**src/rtl/mc_control_fsm.sv**
```systemverilog
// mc_control_fsm: multicycle RV32I main controller (Moore FSM driving datapath selects/enables).
// Optional `MC_CTRL_ILLEGAL_TRAP_EN traps unknown encodings in a sticky ILLEGAL state.
module mc_control_fsm (
  input  logic       clk,
  input  logic       rst_n,
  input  logic [6:0] opcode,
  input  logic [2:0] funct3,
  input  logic       funct7b5,
  input  logic       mem_ready,
  input  logic       Zero,
  input  logic       Sign,
  output logic       PCWrite,
  output logic       IRWrite,
  output logic       MemWrite,
  output logic       RegWrite,
  output logic       AdrSrc,
  output logic [1:0] ALUSrcA,
  output logic [1:0] ALUSrcB,
  output logic [1:0] ResultSrc,
  output logic [3:0] ALUOp,
  output logic       instr_done,
  output logic       illegal
);
  typedef enum logic [3:0] {
    FETCH, DECODE, MEMADR, MEMREAD, MEMWB, MEMWRITE, EXECR, EXECI,
    ALUWB, BRANCH, JAL, JALR, LUI, AUIPC, ILLEGAL
  } state_t;
`ifdef MC_CTRL_ILLEGAL_TRAP_EN
  localparam logic   TRAP_EN = 1'b1;
  localparam state_t TRAP    = ILLEGAL;
`else
  localparam logic   TRAP_EN = 1'b0;
  localparam state_t TRAP    = FETCH;
`endif
  state_t state, next;
  logic bad, taken, pcw, irw, memw, regw, done;
  logic [3:0] alu_op, br_op;
  always_ff @(posedge clk or negedge rst_n)
    if (!rst_n) state <= FETCH;
    else        state <= next;
  assign bad = !(opcode inside {7'b0000011, 7'b0100011, 7'b0110011, 7'b0010011, 7'b1100011,
                                7'b1101111, 7'b1100111, 7'b0110111, 7'b0010111})
               || (opcode == 7'b1100011 && funct3[2:1] == 2'b01);
  always_comb begin
    case (funct3)
      3'b000:  alu_op = (state == EXECR && funct7b5) ? 4'd1 : 4'd0;
      3'b001:  alu_op = 4'd6;
      3'b010:  alu_op = 4'd5;
      3'b011:  alu_op = 4'd10;
      3'b100:  alu_op = 4'd4;
      3'b101:  alu_op = funct7b5 ? 4'd9 : 4'd8;
      3'b110:  alu_op = 4'd3;
      default: alu_op = 4'd2;
    endcase
  end
  // blt/bge use slt (result nonzero when less); bltu/bgeu use op 11 whose sign flags "less"
  assign br_op = funct3[2] ? (funct3[1] ? 4'd11 : 4'd5) : 4'd1;
  assign taken = funct3[1] ? (Sign ^ funct3[0]) : ((Zero ^ funct3[2]) ^ funct3[0]);
  always_comb begin
    next = state;
    case (state)
      FETCH:    next = mem_ready ? DECODE : FETCH;
      DECODE:
        if (bad) next = TRAP;
        else
          case (opcode)
            7'b0000011, 7'b0100011: next = MEMADR;
            7'b0110011: next = EXECR;
            7'b0010011: next = EXECI;
            7'b1100011: next = BRANCH;
            7'b1101111: next = JAL;
            7'b1100111: next = JALR;
            7'b0110111: next = LUI;
            default:    next = AUIPC;
          endcase
      MEMADR:   next = (opcode == 7'b0000011) ? MEMREAD : MEMWRITE;
      MEMREAD:  next = mem_ready ? MEMWB : MEMREAD;
      MEMWRITE: next = mem_ready ? FETCH : MEMWRITE;
      EXECR, EXECI, LUI, AUIPC, JAL: next = ALUWB;
      JALR:     next = JAL;
      MEMWB, ALUWB, BRANCH: next = FETCH;
      default:  next = ILLEGAL;
    endcase
  end
  always_comb begin
    pcw = 1'b0; irw = 1'b0; memw = 1'b0; regw = 1'b0; done = 1'b0;
    AdrSrc = 1'b0; ALUSrcA = 2'b00; ALUSrcB = 2'b00; ResultSrc = 2'b00; ALUOp = 4'd0;
    case (state)
      FETCH:    begin ALUSrcB = 2'b10; ResultSrc = 2'b10; pcw = mem_ready; irw = mem_ready; end
      DECODE:   begin ALUSrcA = 2'b01; ALUSrcB = 2'b01; done = bad && !TRAP_EN; end
      MEMADR, JALR: begin ALUSrcA = 2'b10; ALUSrcB = 2'b01; end
      MEMREAD:  AdrSrc = 1'b1;
      MEMWB:    begin ResultSrc = 2'b01; regw = 1'b1; done = 1'b1; end
      MEMWRITE: begin AdrSrc = 1'b1; memw = 1'b1; done = mem_ready; end
      EXECR:    begin ALUSrcA = 2'b10; ALUOp = alu_op; end
      EXECI:    begin ALUSrcA = 2'b10; ALUSrcB = 2'b01; ALUOp = alu_op; end
      ALUWB:    begin regw = 1'b1; done = 1'b1; end
      BRANCH:   begin ALUSrcA = 2'b10; ALUOp = br_op; pcw = taken; done = 1'b1; end
      JAL:      begin pcw = 1'b1; ALUSrcA = 2'b01; ALUSrcB = 2'b10; end
      LUI:      begin ALUSrcA = 2'b11; ALUSrcB = 2'b01; end
      AUIPC:    begin ALUSrcA = 2'b01; ALUSrcB = 2'b01; end
      default:  ;
    endcase
  end
  // reset masks every enable combinationally so nothing glitches while rst_n is low
  assign PCWrite    = pcw & rst_n;
  assign IRWrite    = irw & rst_n;
  assign MemWrite   = memw & rst_n;
  assign RegWrite   = regw & rst_n;
  assign instr_done = done & rst_n;
  assign illegal    = TRAP_EN && state == ILLEGAL;
endmodule

```
**config.mk**
```make
export PLATFORM = sky130hd
export DESIGN_NAME = mc_control_fsm
export DESIGN_NICKNAME = d
export VERILOG_FILES = /design/src/rtl/mc_control_fsm.sv
export SDC_FILE = /design/constraint.sdc
export NUM_CORES = 1
export LEC_CHECK = 0
export BUFFER_PORTS_ARGS = -buffer_cell sky130_fd_sc_hd__buf_2
export CAP_MARGIN = 20
export CORE_MARGIN = 2
export CORE_UTILIZATION = 44
export CTS_BUF_LIST = sky130_fd_sc_hd__clkbuf_4
export CTS_CLUSTER_DIAMETER = 120
export DETAILED_ROUTE_END_ITERATION = 8
export HOLD_SLACK_MARGIN = 0.02
export PLACE_DENSITY = 0.79
export SLEW_MARGIN = 20
export SYNTH_ARGS = -nofsm -noshare
export SYNTH_HDL_FRONTEND = slang
export SYNTH_SLANG_ARGS = --single-unit
```
**constraint.sdc**
```tcl
create_clock -name clk -period 2 [get_ports clk]
set_clock_uncertainty 0.15 [all_clocks]
set_input_delay 0.4 -clock clk [delete_from_list [all_inputs] [get_ports clk]]
set_output_delay 0.4 -clock clk [all_outputs]
set_load 0.01 [all_outputs]
```
# Word level (Yosys, flattened, before mapping)
# Index checks and enable logic that the tools add are counted.
dict set report totals {
  register_bits 4
  input_bits 16
  out_inout_bits 17
  elab_cells 78
}
dict set report classes {
  n_eq_ne 29
  n_mux 23
  bitwise_logic 8
  n_reduce_logical 17
}
# cell count
set op_table {}
lappend op_table {{$pmux W4 S7} 2}
lappend op_table {{$pmux W4 S8} 1}
lappend op_table {{$eq A4 B4 Y1 const B} 6}
lappend op_table {{$eq A7 B6 Y1 const B} 3}
lappend op_table {{$eq A7 B7 Y1 const B} 3}
lappend op_table {{$eq A4 B3 Y1 const B} 4}
lappend op_table {{$eq A7 B5 Y1 const B} 2}
lappend op_table {{$mux W4} 3}
lappend op_table {{$reduce_or A2 Y1} 5}
lappend op_table {{$reduce_or A5 Y1} 2}
lappend op_table {{$eq A3 B3 Y1 const B} 3}
lappend op_table {{$mux W3} 3}
lappend op_table {{$reduce_bool A9 Y1} 1}
lappend op_table {{$eq A4 B2 Y1 const B} 2}
lappend op_table {{$mux W1} 8}
lappend op_table {{$pmux W2 S2} 2}
lappend op_table {{$pmux W4 S2} 1}
lappend op_table {{$eq A7 B2 Y1 const B} 1}
lappend op_table {{$eq A3 B2 Y1 const B} 2}
lappend op_table {{$pmux W1 S3} 2}
lappend op_table {{$pmux W2 S3} 1}
lappend op_table {{$reduce_or A3 Y1} 2}
lappend op_table {{$reduce_or A6 Y1} 1}
lappend op_table {{$and A1 B1 Y1} 5}
lappend op_table {{9 further kinds} 12}

# Depth between registers and ports, before layout
dict set report depth {
  word_depth 6
  mapped_depth 5
  ltp_nobuf 4
}

# Worst setup path after synthesis
# No wires, ideal clock.
dict set report synth_timing {
  path_kind {reg2out}
  start {reg state[2]}
  end {out ALUSrcB[0]}
  arrival_time_ns 1.399
  required_time_ns 1.450
  setup_slack_ns 0.051
  path_stages_with_launch 6
  n_path_buf 1
  cell_sequence {dfrtp_1 clkbuf_1 and2b_1 or2_1 mux2_2 a21o_1}
}
dict set report synth_between {
  elab_chain_len 3
  elab_cells_between_ends 11
  cone_classes {7 x eq/ne; 1 x mux; 3 x reduce/logical}
}
# item line_no
set synth_lines {}
lappend synth_lines {{start, declared} 35} ;# state_t state, next;
lappend synth_lines {{start signal, assigned} 40} ;# else state <= next;
lappend synth_lines {{$eq A4 B1 Y1, or another cell as far along} 88} ;# case (state)
lappend synth_lines {{$reduce_or A6 Y1 (no source line) / $reduce_or A2 Y1 (equally long branches)} -}
lappend synth_lines {{$pmux W2 S2 *} 88}
lappend synth_lines {{end, declared} 18} ;# output logic [1:0] ALUSrcB,
# Every way passes the cells marked *; elsewhere a longest branch is shown, timed or not.

# Worst setup path after layout
# Ends and elaborated chain as after synthesis.

==> results.py <==
metrics = {
    "yosys": {
        "synth_compound_area_share_pct": 29.1,
        "syn_avg_cell_area_um2": 6.89,
        "yosys_warnings": 0,
        "yosys-top-cells-area": "dfrtp_1 13%, o21ai_0 5.7%, a21oi_1 4.5%, nand2_1 3.8%, nor2_1 3.8%",
        "ys_ff_latch": 4,
        "syn_inst": 114,
        "synthFlopType": "dfrtp_1",
        "ys_async_sr_fraction_pct": 100,
        "syn_area_um2": 786,
        "yosysTopAreaCellShare_pct": 12.7,
        "synth_top_area_cell": "dfrtp_1",
        "syn-num-nets": 130,
        "synth-seq-area-share_pct": 12.7,
        "synthAdderAreaFrac_pct": 0,
        "synthMuxAreaShare_pct": 2.87,
        "yosys.area_share.simple_pct": 43.0,
        "synth_top_family_by_area": "simple AND/OR/NAND/NOR gates",
        "synth_xor_area_share_pct": 4.46,
        "yosysUniqueCellTypes": 50,
        "synth_edf_count": 0,
    },
    "route": {
        "first_pass_iters": 4,
        "routedWlPerCell_um": 12.6,
        "route.detailed.drc": 0,
        "routed_wl_mm": 2.39,
        "vias_per_cell": 5.52,
        "ant_nets": 0,
        "vias": 1044,
        "dr.first_iter.drc_count": 24,
    },
    "placed_design": {
        "place_ws_ns": -0.140,
        "finalWeightedCongestion": 0.823,
        "dp_cells": 180,
        "portBuffers": 31,
        "dp_hpwl_mm": 1.80,
    },
    "floorplanning": {
        "io-pin-count": 33,
        "die_area_um2": 2140,
        "core_um2": 1710,
        "fp.dieW_um": 46.3,
        "floorplan.initialDensity_pct": 46.0,
        "rows": 15,
        "die_h_um": 46.3,
    },
    "critical_path": {
        "path_cells": "and2b_2 > or2_1 > mux2_4 > a21o_1 > buf_2",
        "arrival_ns": 1.67,
        "slowest_stage": "dfrtp_2",
        "critPathMaxStageDelay_ns": 0.44,
        "crit_fanout": 6,
        "end_kind": "primary output",
        "worstSetupPathType": "reg -> out",
        "worstSetupStartpointType": "register",
        "required_ns": 1.45,
    },
    "power": {
        "ir_drop_mv": 0.210,
        "fin_total_pwr_w": 0.000410,
        "p_per_area_nw_per_um2": 338,
        "power.leakage_nw": 0.589,
    },
    "global_routing": {
        "grt_max_degree": 14,
        "grt_antenna_before_repair": 0,
        "grt_usage_pct": 24.4,
        "grt_pass1_wl_mm": 3.87,
        "first_global_vias": 981,
        "grt-ovfl-total": 0,
    },
    "hold_path": {
        "hold_path_class": "in -> reg",
    },
    "clock_tree": {
        "cts.clk_slew.worst_paths_ns": 0.04,
        "clk_latency_ns": 0.23,
        "cts_sinks": 4,
        "cts_tree": "built",
        "htree_levels": 1,
        "ctsLongestPathBuffers": 2,
        "cts_root_buf": "clkbuf_4",
        "cts_buffers": 3,
    },
    "final_layout": {
        "antenna_cells": 0,
        "n_fill_cell": 149,
        "reg_top3": "state x4",
        "utilization_pct": 71.1,
        "syn_to_final_growth_pct": 54.5,
        "finish.cell_count_without_fillers": 189,
        "final_layout_size_suffix_gt1_share_pct": 45.1,
        "top_register": "state",
        "layout.nets": 182,
        "largest_reg_flops": 4,
    },
    "sta": {
        "rsz0062_at_grt": "yes",
        "finalHoldViolations": 0,
        "hold_slack_ns": 0.359,
        "setup_viol": 9,
        "min_period_over_period_pct": 111,
        "post-route-worst-setup-slack_ns": -0.222,
        "drv_slew": 0,
        "fin_crit_ns": 2.22,
        "fmax_mhz": 450,
    },
    "flow_run": {
        "maxCapViolCount": 0,
    },
    "status": {
        "status": "complete, but fails checks",
        "violations": "negative setup slack",
    },
}
==> final timing paths <==
kind	depth (start not counted)	end	from	slack, ns
worst max-delay path	5	ALUSrcB[0]	state[2]$_DFF_PN0_	-0.22
worst min-delay path	3	state[1]$_DFF_PN0_	opcode[0]	0.36
worst max register to register	4	state[3]$_DFF_PN0_	state[2]$_DFF_PN0_	0.14
worst min register to register	3	state[2]$_DFF_PN0_	state[1]$_DFF_PN0_	0.64
max in group asynchronous	2	state[2]$_DFF_PN0_	rst_n	1.00
min in group asynchronous	2	state[1]$_DFF_PN0_	rst_n	0.51
==> synth_stat cells (2+ instances only) <==
cell / instances
inv_1: 2
nand3b_1: 3
and3_1: 3
a21oi_1: 7
xnor2_1: 3
a21o_1: 2
o221ai_1: 2
and2_1: 3
nand2b_1: 4
a31oi_1: 3
nand4b_1: 2
nor3_1: 5
o21ai_0: 9
dfrtp_1: 4
nor3b_1: 2
clkbuf_1: 6
nand3_1: 3
mux2_2: 2
nor2b_1: 4
nand2_1: 8
nor2_1: 8
==> layer usage <==
metal  part of all wire (%)  GRT usage (%)
met1                     41           25.5
met3                    2.8           1.96
met5                      0              0
met2                     55           47.8
met4                   0.59           11.4
==> metrics by stage <==
stage | setup TNS (ns) | instance area (um2)
3_3_place_gp | -0.0681 | 1070
4_1_cts | -1.17 | 1180
2_1_floorplan | 0 | 786
3_5_place_dp | -0.145 | 1070
6_report | -1.04 | 1210
5_1_grt | -1.59 | 1210
==> layout make-up <==
cell class                 count  area, um2  share of cell area, %
tap                           25       31.3                   2.58
timing repair buffer          57        372                   30.6
inverter                       2       7.51                  0.619
sequential                     4        103                   8.45
clock buffer                   3       22.5                   1.86
multi-input combinational     98        678                   55.9
==> power breakdown <==
group	switching, W	total (W)	internal (W)
clock	0.0000319	0.0000990	0.0000670
sequential	0.00000631	0.0000920	0.0000857
combinational	0.000108	0.000219	0.000111
==> critical path, delay by kind of cell (launching register included) <==
kind            cells  cell delay, ns
compound gates      1            0.15
buf+inv             1            0.13
flops               1            0.44
mux                 1            0.26
simple gates        2            0.46
==> logic make-up (layout without fill, tap and decap cells) <==
| logic type | Yosys count | in the layout |
|---|---|---|
| DFF | 4 | 4 |
| other | 1 | 1 |
| AOI/OAI and AO/OA | 35 | 35 |
| buffers and inverters | 12 | 62 |
| muxes | 2 | 2 |
| xor gates and xnor gates | 4 | 4 |
| and+or+nand+nor | 56 | 56 |
==> layout by cell type (no fill, tap or decap), drive strengths merged, types with 4 or more instances in the layout <==
cell and instances:
buf 56, o21ai 9, a21oi 7, dfrtp 4
nor2 8, nand2b 4, nor3 5, nand2 8
nor2b 4
==> what timing repair did <==
| item | in CTS | in global routing |
|---|---|---|
| endpoints found under the setup margin | 11 | 13 |
| pin swaps | 7 | 2 |
| gates resized for setup | 16 | 8 |
| hold buffers | 1 | 0 |
| setup buffers | 4 | 1 |
| endpoints found under the hold margin | 4 | 0 |
Power figures use the tool's default switching activity.
